File: src/rtl/imul_add_seq.sv
// Sequential signed 16-bit multiply-add: out = sat16(a*b + c).
// Shift-add over 16 cycles on magnitudes, then sign fix-up, addend and saturation.
module imul_add_seq (
    input  logic               clk,
    input  logic               rst,
    input  logic               en,
    input  logic signed [15:0] a,
    input  logic signed [15:0] b,
    input  logic signed [15:0] c,
    output logic               done,
    output logic signed [15:0] out,
    output logic               ovf
);
    localparam logic [4:0] CNT_IDLE = 5'd0;
    localparam logic [4:0] CNT_RUN0 = 5'd1;
    localparam logic [4:0] CNT_FIX  = 5'd17;
    localparam logic [4:0] CNT_HOLD = 5'd18;

    typedef enum logic [1:0] {IDLE, RUN, FIX, HOLD} phase_e;

    logic [4:0]         cnt, cnt_nxt;
    logic [31:0]        mcand, mcand_nxt;
    logic [15:0]        mplier, mplier_nxt;
    logic               neg, neg_nxt;
    logic signed [15:0] addend, addend_nxt;
    logic [31:0]        acc, acc_nxt;
    logic signed [15:0] out_nxt;
    logic               ovf_nxt;
    phase_e             phase;

    logic [16:0]        abs_a;
    logic [15:0]        abs_b;
    logic signed [32:0] prod;
    logic signed [33:0] sum;

    // 17 bits so that |-32768| survives the negation
    assign abs_a = a[15] ? 17'(-{a[15], a}) : {a[15], a};
    assign abs_b = b[15] ? 16'(-b) : 16'(b);
    assign prod  = neg ? -$signed({1'b0, acc}) : $signed({1'b0, acc});
    assign sum   = {prod[32], prod} + {{18{addend[15]}}, addend};

    assign done = (cnt == CNT_HOLD);

    always_comb begin
        if (cnt == CNT_IDLE)                       phase = IDLE;
        else if (cnt >= CNT_RUN0 && cnt < CNT_FIX) phase = RUN;
        else if (cnt == CNT_FIX)                   phase = FIX;
        else if (cnt == CNT_HOLD)                  phase = HOLD;
        else                                       phase = IDLE;
    end

    always_comb begin
        cnt_nxt    = cnt;
        mcand_nxt  = mcand;
        mplier_nxt = mplier;
        neg_nxt    = neg;
        addend_nxt = addend;
        acc_nxt    = acc;
        out_nxt    = out;
        ovf_nxt    = ovf;
        case (phase)
            IDLE: begin
                // unreachable counts also fall back here and get cleared
                cnt_nxt = CNT_IDLE;
                if (en) begin
                    mcand_nxt  = {15'd0, abs_a};
                    mplier_nxt = abs_b;
                    neg_nxt    = a[15] ^ b[15];
                    addend_nxt = c;
                    acc_nxt    = 32'd0;
                    cnt_nxt    = CNT_RUN0;
                end
            end
            RUN: begin
                acc_nxt    = acc + (mplier[0] ? mcand : 32'd0);
                mcand_nxt  = mcand << 1;
                mplier_nxt = mplier >> 1;
                cnt_nxt    = cnt + 5'd1;
            end
            FIX: begin
                if (sum > 34'sd32767) begin
                    out_nxt = 16'sh7FFF;
                    ovf_nxt = 1'b1;
                end else if (sum < -34'sd32768) begin
                    out_nxt = 16'sh8000;
                    ovf_nxt = 1'b1;
                end else begin
                    out_nxt = sum[15:0];
                    ovf_nxt = 1'b0;
                end
                cnt_nxt = CNT_HOLD;
            end
            HOLD: begin
                if (!en) cnt_nxt = CNT_IDLE;
            end
            default: cnt_nxt = CNT_IDLE;
        endcase
    end

    always_ff @(posedge clk) begin
        if (rst) begin
            cnt    <= CNT_IDLE;
            mcand  <= 32'd0;
            mplier <= 16'd0;
            neg    <= 1'b0;
            addend <= 16'sd0;
            acc    <= 32'd0;
            out    <= 16'sd0;
            ovf    <= 1'b0;
        end else begin
            cnt    <= cnt_nxt;
            mcand  <= mcand_nxt;
            mplier <= mplier_nxt;
            neg    <= neg_nxt;
            addend <= addend_nxt;
            acc    <= acc_nxt;
            out    <= out_nxt;
            ovf    <= ovf_nxt;
        end
    end
endmodule

File: config.mk
export PLATFORM = sky130hd
export DESIGN_NAME = imul_add_seq
export DESIGN_NICKNAME = d
export VERILOG_FILES = /design/src/rtl/imul_add_seq.sv
export SDC_FILE = /design/constraint.sdc
export NUM_CORES = 1
export LEC_CHECK = 0
export CAP_MARGIN = 40
export CORE_AREA = 2 2 157 128
export DETAILED_ROUTE_END_ITERATION = 8
export DIE_AREA = 0 0 159 130
export HOLD_SLACK_MARGIN = 0.08
export PLACE_DENSITY = 0.77
export SKIP_CTS_REPAIR_TIMING = 1
export SLEW_MARGIN = 20
export SYNTH_ARGS = -nofsm -noshare
export SYNTH_HDL_FRONTEND = slang
export SYNTH_SLANG_ARGS = --single-unit
File: constraint.sdc
create_clock -name clk -period 14.56 [get_ports clk]
set_clock_uncertainty 0.15 [all_clocks]
set_input_delay 2.912 -clock clk [delete_from_list [all_inputs] [get_ports clk]]
set_output_delay 2.912 -clock clk [all_outputs]
set_load 0.1 [all_outputs]
==> results of run 1 <==
final cells by class:
| type | count | area, sq um | share of cell area |
|---|---|---|---|
| Clock buffer | 19 | 453 | 0.0406 |
| Clock inverter | 13 | 138 | 0.0123 |
| Inverter | 31 | 116 | 0.0104 |
| Multi-Input combinational cell | 995 | 6640 | 0.595 |
| Sequential cell | 119 | 2380 | 0.213 |
| Tap cell | 264 | 330 | 0.0296 |
| Timing Repair Buffer | 99 | 1100 | 0.0987 |
placed cells by master (no fill, tap or decap), types with 16 or more instances in the layout:
master,synthesis,routed
a221oi_1,17,17
o31ai_1,17,17
xnor2_1,68,68
nor3_1,21,21
a21o_1,37,37
dfxtp_1,119,119
clkdlybuf4s50_1,0,67
nand3_1,31,31
o21ai_0,48,48
and2_1,32,32
nor2_1,144,142
a21oi_1,91,91
clkbuf_16,0,17
inv_1,31,31
xor2_1,36,36
ha_1,71,71
nand2_1,106,106
o21ai_1,16,16
buf_8,1,18
a22oi_1,54,54
stage by stage:
| step | total power [uW] | instances | setup WS, ns | util |
|---|---|---|---|---|
| global placement | 520 | 1486 | 8.86 | 0.528 |
| CTS | 946 | 1538 | 8.57 | 0.574 |
| global route | 987 | 1540 | 7.92 | 0.577 |
| detailed placement | 524 | 1506 | 8.70 | 0.544 |
| finish | 948 | 1540 | 8.50 | 0.577 |
| floorplan | 474 | 1213 | 9.16 | - |
logic make-up (layout without fill, tap and decap cells):
group,count (synthesis),after routing
buffers and inverters,99,162
DFF,119,119
AOI/OAI and AO/OA,392,392
adders and majority gates,73,73
muxes,5,5
and+or+nand+nor,421,421
xor gates and xnor gates,104,104
power groups by stage:
stage                     Sequential [uW]  Clock (uW)  Combinational (uW)
after floorplan                       354           0                 120
after global placement                360           0                 160
after detailed placement              359           0                 165
after CTS                             352         428                 166
after global routing                  354         441                 192
final                                 352         423                 173
worst max-delay path, stage by stage (launching register included):
cell      delay [ns]
dfxtp_1         0.37
or4_1           0.60
nor4_1          0.28
nand3_1         0.13
or2_2           0.32
nand2b_1        0.21
o21ai_0         0.24
xnor2_1         0.15
ha_1            0.33
and3_1          0.20
a221o_1         0.31
a211o_1         0.29
a21oi_1         0.37
o211ai_1        0.19
a21oi_1         0.24
mux2_1          0.36
or2_1           0.24
or4_4           0.55
o21ai_4         0.23
o32ai_1         0.17
sequential cells by signal (all words and copies together), names as in the netlist:
signal / flops
cnt: 5
ovf: 1
acc: 32
mcand: 32
out: 16
mplier: 16
addend: 16
neg: 1
path summary, 6_finish.rpt:
path / startpoint / endpoint / slack (ns) / depth (start not counted)
worst max register to register: acc[8] / out[3] / 8.50 / 19
worst min register to register: mplier[10] / mplier[10] / 0.31 / 2
worst max-delay path: acc[8] / out[3] / 8.50 / 19
worst min-delay path: mplier[10] / mplier[10] / 0.31 / 2
layer usage:
metal / vias to the layer above / wire length [microns]
met2: 271 / 10200
met3: 23 / 1270
li1: 4573 / -
met1: 4209 / 11500
met4: 0 / 251
met5: - / 0
==> flow_summary.toml, run 1 <==
[global_routing]
grt_use_total = 0.226
top_usage_layer = "met2"
grt_pass1_vias = 8131
use_met1 = 0.316
met2_usage = 0.366
antenna_found_initial = 0
grt_pass1_wl_microns = 39100
grt_use_met3 = 0.0359
grt_start_max_net_pins = 53
grt_overflow_total = 0

[cts]
cts_tree = "yes"
clock_sinks = 119
htreeDepth = 4
clock_path_buffers = 2
insertion_delay_ns = 0.43
ctsRootBufferMaster = "clkbuf_16"
tritoncts.num_buffers = 17
path_clk_slew_ns = 0.06

[critical_path]
crit_fanout = 16
path_class = "flop to flop"
end_kind = "flop"
worstPathRequired_ns = 14.70
worstPathArrival_ns = 6.20
crit_path_start_kind = "flop"

[synth]
synth-seq-area-share = 0.253
yosysTopAreaCellShare = 0.253
synthArstFlopShare = 0
ys_top_cells_by_count = "nor2_1 (144), dfxtp_1 (119), nand2_1 (106)"
synth_cells = 1213
yosys.area_share.simple = 0.213
synth-main-ff-cell = "dfxtp_1"
yosysMostFrequentCell = "nor2_1"
ys_ff_latch = 119
yosysUniqueCellTypes = 75
synth_adder_area_share = 0.0986
syn_area_sq_mm = 0.00941
synth.largest_area_cell = "dfxtp_1"
syn-num-nets = 1337
synth_mux_area_frac = 0.00545
synth_edf_count = 0
yosys-top-cells-area = "dfxtp_1 (25%), ha_1 (9.4%), xnor2_1 (6.3%)"
synth_top_family_by_area = "compound AO/OA/AOI/OAI gates"
yosysWarnings = 0
avgSynthCellArea_sq_um = 7.76
synth_compound_area_frac = 0.290
yosys.area_share.xor_xnor = 0.0968

[outcome]
status = "finished clean"

[die]
row_count = 46
die_area_sq_mm = 0.0207
start_util = 0.487
io_pins = 69
dieWidth_microns = 159
die_h_microns = 130
fp.coreArea_sq_mm = 0.0193

[cells_and_area]
nets = 1387
drive_gt1_frac = 0.0729
fill_cells = 1800
final_area_sq_mm = 0.0112
area_growth_pct = 18.6
diodes = 0

[power_and_ir_drop]
switching_share = 0.309
leakage_uw = 0.00460
pwr-share-comb = 0.182
power_density_mw_per_mm2 = 84.9
ir_drop_mv = 0.0631
switching_power_uw = 293
clock_power_share = 0.446
p_int_uw = 656
pwr-share-seq = 0.372

[detailed_routing]
drt-total-wl_microns = 23200
wl_per_cell_microns = 15.1
route.detailed.drc = 0
drtPass1Iterations = 6
drt_iter0_markers = 536
ant_nets = 0
vias = 9076
viasPerCell = 5.89

[flow_run]
drv_cap = 0

[timing]
rsz0062_at_grt = "no"
tightestPinTransition_ns = 0.780
slew_headroom = 0.479
fin_crit_sh = 0.416
fin_crit_ns = 6.06
setup_viol = 0
fmax_mhz = 165
maxSlewViolCount = 0
tns_ns = 0
whs_ns = 0.309
hold_viol_final = 0

[placement]
placedInstanceArea_sq_mm = 0.0105
dp_hpwl_microns = 16900
port_buffers = 68
gp_congestion = 0.906

[worst_hold_path]
hold_class = "flop to flop"
(Power assumes the default switching activity.)
==> run 2, diff against run 1 <==
--- a/config.mk
+++ b/config.mk
@@ -10,7 +10,7 @@
 export DETAILED_ROUTE_END_ITERATION = 8
 export DIE_AREA = 0 0 159 130
 export HOLD_SLACK_MARGIN = 0.08
-export PLACE_DENSITY = 0.77
+export PLACE_DENSITY = 0.8
 export SKIP_CTS_REPAIR_TIMING = 1
 export SLEW_MARGIN = 20
 export SYNTH_ARGS = -nofsm -noshare
==> constraint.sdc (replaced) <==
create_clock -name clk -period 4.86 [get_ports clk]
set_clock_uncertainty 0.15 [all_clocks]
set_input_delay 0.972 -clock clk [delete_from_list [all_inputs] [get_ports clk]]
set_output_delay 0.972 -clock clk [all_outputs]
set_load 0.1 [all_outputs]
==> run 2 against run 1 <==
Net effect:
- the run now ends with negative setup slack left
- non-clock buffer count grew 96
- first-iteration DRC count grew 15%
- worst hold slack lost 0.00072 ns
- critical path depth is the same
==> flow_summary.toml, run 2 (synthesis gave the netlist of run 1 again) <==
[global_routing]
antenna_found_initial = 0
grt_pass1_vias = 8756
grt_pass1_wl_microns = 42200
grt_start_max_net_pins = 73
grt_overflow_total = 0
grt_use_total = 0.245

[power_and_ir_drop]
pwr-share-seq = 0.375
ir_drop_mv = 0.210
total_power_uw = 2810
power_density_mw_per_mm2 = 233
switching_share = 0.311
leakage_uw = 0.00514
pwr-share-comb = 0.205
p_int_uw = 1940
clock_power_share = 0.420
switching_power_uw = 876

[detailed_routing]
vias = 9577
drtPass1Iterations = 5
wl_met2_microns = 11500
drt_iter0_markers = 617
wl_met3_microns = 1600
wl_per_cell_microns = 15.5
drt-total-wl_microns = 25400
route.detailed.drc = 0
drt-met1-wl_microns = 11800
ant_nets = 0
viasPerCell = 5.85
dr.max_layer_used = "met4"

[timing]
worst_slack_ns = -0.199
tns_ns = -2.93
fin_crit_ns = 5.06
tightestPinTransition_ns = 0.832
hold_viol_final = 0
fmax_mhz = 198
slew_headroom = 0.445
setup_viol = 16
fin_crit_sh = 1.04
maxSlewViolCount = 0
rsz0062_at_grt = "yes"

[cts]
path_clk_slew_ns = 0.06
cts_tree = "yes"
tritoncts.num_buffers = 17
clock_path_buffers = 2
htreeDepth = 4
ctsRootBufferMaster = "clkbuf_16"
clock_sinks = 119
insertion_delay_ns = 0.43

[critical_path]
ff2ff_path_depth = 19
worstPathRequired_ns = 5.00
crit_fanout = 8
r2r_end = "out[9]"
cpPeakStageDelay_ns = 0.55
cp-endpoint = "out[9]"
reg2reg_slack_ns = -0.20
crit_slowest_cell = "or4_4"
worstPathArrival_ns = 5.20
r2r_start = "acc[11]"
crit_start = "acc[11]"
worstPathCellList = "or4_4, nor4_4, nand3_1, or2_4, nand2b_4, o21ai_2, xnor2_1, ha_1, and3_1, a221o_1, a211o_1, a21oi_2, o211ai_1, a21oi_1, mux2_1, or2_1, or4_4, o21ai_4, a211oi_2"
path_common_cell = "or4_4"
end_kind = "flop"
crit_path_start_kind = "flop"
path_class = "flop to flop"

[cells_and_area]
final_area_sq_mm = 0.0121
multi_input_area_sq_mm = 0.00689
area_growth_pct = 28.4
utilization = 0.625
fill_cells = 1660
reg_top3 = "acc (32), mcand (32)"
final_cells = 1637
diodes = 0
register_area_sq_mm = 0.00238
final_cell_mix = "nor2_1 (141), dfxtp_1 (117), nand2_1 (106), buf_4 (106), a21oi_1 (88)"
mostFrequentLayoutCell = "nor2_1"
nets = 1484
drive_gt1_frac = 0.163

[die]
die_area_sq_mm = 0.0207
io_pins = 69
fp.coreArea_sq_mm = 0.0193
start_util = 0.487
die_h_microns = 130
row_count = 46
dieWidth_microns = 159

[flow_run]
drv_cap = 0

[placement]
port_buffers = 68
placedInstanceArea_sq_mm = 0.0113
gp_congestion = 0.882
dp_hpwl_microns = 18400
placedCellCount = 1601

[worst_hold_path]
worstHoldStart = "mplier[13]"
hold_class = "flop to flop"
min_path_cells = 2

[outcome]
violations = "negative setup slack"
status = "complete, but fails checks"
-- run 2: changes by cell type in the layout (fill, tap and decap cells not counted), moves of 3 or more --
cell	delta
nor3_1	-3
a21oi_1	-3
buf_4	+96
o41ai_1	-3
clkinv_2	+3
clkinvlp_4	-3
inv_8	-3
a211oi_1	-6
nor4_1	-3
a211oi_2	+6
a21oi_2	+3
o41ai_2	+3
-- run 2: cell type report --
type                            count  share of cell area
Clock buffer                       20              0.0378
Clock inverter                     12             0.00766
Inverter                           31             0.00963
Multi-Input combinational cell    996               0.570
Sequential cell                   119               0.197
Tap cell                          264              0.0273
Timing Repair Buffer              195               0.151
-- run 2: worst max-delay path: cells and delay by family (launching register included) --
kind | cells | cell delay, ns
mux | 1 | 0.34
fa+ha+maj | 1 | 0.27
flops | 1 | 0.32
xor+xnor | 1 | 0.14
simple gates | 8 | 2.24
compound gates | 8 | 1.45
-- run 2: how the worst min path moves through the flow --
stage,end,slack [ns]
2_1_floorplan,mplier[12],0.28
3_3_place_gp,mplier[7],0.29
3_5_place_dp,mplier[12],0.30
4_1_cts,mplier[12],0.31
5_1_grt,mplier[12],0.32
6_report,mplier[12],0.31
-- run 2: per-stage QoR --
step                      hold slack, ns  setup slack (ns)
after floorplan                    0.282            -0.172
after CTS                          0.307            -0.345
final                              0.308            -0.199
after global placement             0.291            -0.252
after global routing               0.322            -0.441
after detailed placement           0.298            -0.302
-- run 2: routing by layer --
metal	up-vias	global-route usage
li1	4765	-
met1	4444	0.334
met2	323	0.400
met3	45	0.0391
met4	0	0.0781
met5	-	0
-- run 2: power groups by stage --
stage | clock (uW) | sequential (uW) | combinational [uW]
5_1_grt | 1240 | 1060 | 633
3_3_place_gp | 0 | 1070 | 532
4_1_cts | 1190 | 1050 | 553
3_5_place_dp | 0 | 1080 | 550
2_1_floorplan | 0 | 1060 | 363
6_report | 1180 | 1060 | 576
==> run 3, diff against run 2 <==
--- a/config.mk
+++ b/config.mk
@@ -7,6 +7,7 @@
 export LEC_CHECK = 0
 export CAP_MARGIN = 40
 export CORE_AREA = 2 2 157 128
+export CTS_CLUSTER_SIZE = 8
 export DETAILED_ROUTE_END_ITERATION = 8
 export DIE_AREA = 0 0 159 130
 export HOLD_SLACK_MARGIN = 0.08
==> results of run 3 <==
Same layout as run 2: the final DEF is identical, and so are final timing and power.
==> edit, RTL diff (settings of run 2) <==
Reset style: asynchronous (`rst`), changed in one clocked block.
--- a/src/rtl/imul_add_seq.sv
+++ b/src/rtl/imul_add_seq.sv
@@ -97,7 +97,7 @@
         endcase
     end
 
-    always_ff @(posedge clk) begin
+    always_ff @(posedge clk or posedge rst) begin
         if (rst) begin
             cnt    <= CNT_IDLE;
             mcand  <= 32'd0;
Formal check against the unedited RTL: same outputs for any inputs over 10 cycles, from zero or initial values and one cycle with rst high; that may be too few to reach the edited logic, so the function may still have changed.
==> edit against run 2 <==
- the flow still finishes with violations (negative setup slack)
- area after synthesis increased by 1.8%
- wire length rose by 2.5%
- design area up 3.4%
- worst setup slack got worse by 0.21 ns
- critical path depth down 2
- sequential cell count unchanged
Power is left out: the tool's default activity adds up to more than one toggle a clock period on the data nets, which glitch-free logic cannot reach.
==> edit: results (changes against run 2) <==
metric;value;unit;change
Synth cell types;73;;-2.7%
Setup WS pre-CTS;-0.545;ns;-0.243 ns
Avg WL per Cell;16.1;µm;+3.9%
Critical Path AT;5.43;ns;+0.23 ns
violated checks;negative setup slack;;
maximum root-to-sink buffer count;2;;unchanged
Final Setup Violations;16;;unchanged
DRT antenna net count;0;;unchanged
Root Buffer;clkbuf_16;;
Seq/Total Area, Yosys;31.1;%;+5.8 points
clk_lat worst skew;0.43;ns;about the same
net count after synthesis;1274;;-4.7%
dpl hpwl;19.2;mm;+4.2%
Final WS setup;-0.413;ns;-0.214 ns
Antenna Cells;0;;unchanged
vias in the first global route;8896;;+1.6%
CP max FO;7;;-1
DRT iter0 DRCs;800;;+30%
Clock transition at path regs;0.06;ns;about the same
biggest regs;acc x32, mcand x32;;
all-layer global routing usage;25.0;%;+0.50 points
Synth Flop Type;dfrtp_1;;
fill count;1548;;-6.7%
residual DRC count;0;;unchanged
CTS Buf Count;17;;unchanged
async set-reset flop share out of synthesis;100;%;+100 points
Met3 Routed Length;1.44;mm;-9.8%
Post-synth top cells;nand2_1 (138), o21ai_0 (124), dfrtp_1 (119);;
M3 GR Usage;4.29;%;+0.38 points
nets;1462;;-1.5%
layout cells sized above 1;17.7;%;+1.4 points
RePlAce Congestion;0.888;;+0.70%
status;finished, violations left;;
PortBufs;68;;unchanged
largest net degree at the start of global routing;77;;+5.5%
first-pass GRT wire length;42.4;mm;+0.69%
met2 Resource Use GR;41.6;%;+1.6 points
metal2 WL;12.0;mm;+4.0%
drt first pass iters;7;;+2
M1 GR Usage;33.3;%;-0.085 points
Area contributors post-synth;dfrtp_1 (31%), ha_1 (9.3%), o21ai_0 (6.5%);;
Met1 Routed Length;12.0;mm;+2.0%
initial antenna violation count;0;;unchanged
slew at the pin closest to its max-slew limit;0.898;ns;+0.0661 ns
Highest Signal Layer;met4;;
via/cell ratio;5.93;;+1.4%
Min-Delay Path Class;flop to flop;;
-- edit: worst paths after layout --
kind	startpoint	to	slack [ns]	cells after the start
min in group asynchronous	rst	addend[10]	0.83	2
max in group asynchronous	rst	mcand[17]	2.81	3
worst min register to register	addend[12]	addend[12]	0.34	2
worst max-delay path	acc[14]	out[2]	-0.41	17
worst max register to register	acc[14]	out[2]	-0.41	17
worst min-delay path	addend[12]	addend[12]	0.34	2
-- edit: stage by stage --
stage / setup TNS, ns / instances / instance area [µm²] / utilization, %
finish: -6.33 / 1615 / 12500 / 64.6
global placement: -5.53 / 1559 / 11400 / 58.9
global route: -9.70 / 1615 / 12500 / 64.6
detailed placement: -8.11 / 1578 / 11700 / 60.5
floorplan: -4.98 / 1150 / 9610 / -
CTS: -8.76 / 1610 / 12300 / 63.4
-- edit: area by class of cell --
type,count,area (µm²),area share (%)
sequential,119,2980,23.8
tap,264,330,2.64
inverter,33,126,1.01
multi-input combinational,954,6560,52.5
clock buffer,19,433,3.46
timing repair buffer,213,1950,15.6
clock inverter,13,123,0.981
-- edit: kinds of logic after synthesis --
logic type / after synthesis / synth area share, %
compound gates: 414 / 27.9
simple gates: 361 / 18.6
buf+inv: 78 / 3.07
fa+ha+maj: 73 / 9.69
flops: 119 / 31.1
xor+xnor: 102 / 9.32
mux: 3 / 0.313
-- edit: worst max-delay path, cell delays in order, from the launching register on --
cell,delay [ns]
dfrtp_1,0.38
or4_4,0.54
or3_4,0.35
or4_4,0.42
or3_4,0.35
or4_4,0.47
o21ai_2,0.14
xnor2_1,0.08
ha_1,0.34
buf_4,0.16
and3_1,0.21
o2111a_1,0.19
or3_1,0.35
a2111oi_1,0.40
nand4_1,0.14
buf_4,0.18
nand2_2,0.16
o22ai_1,0.12
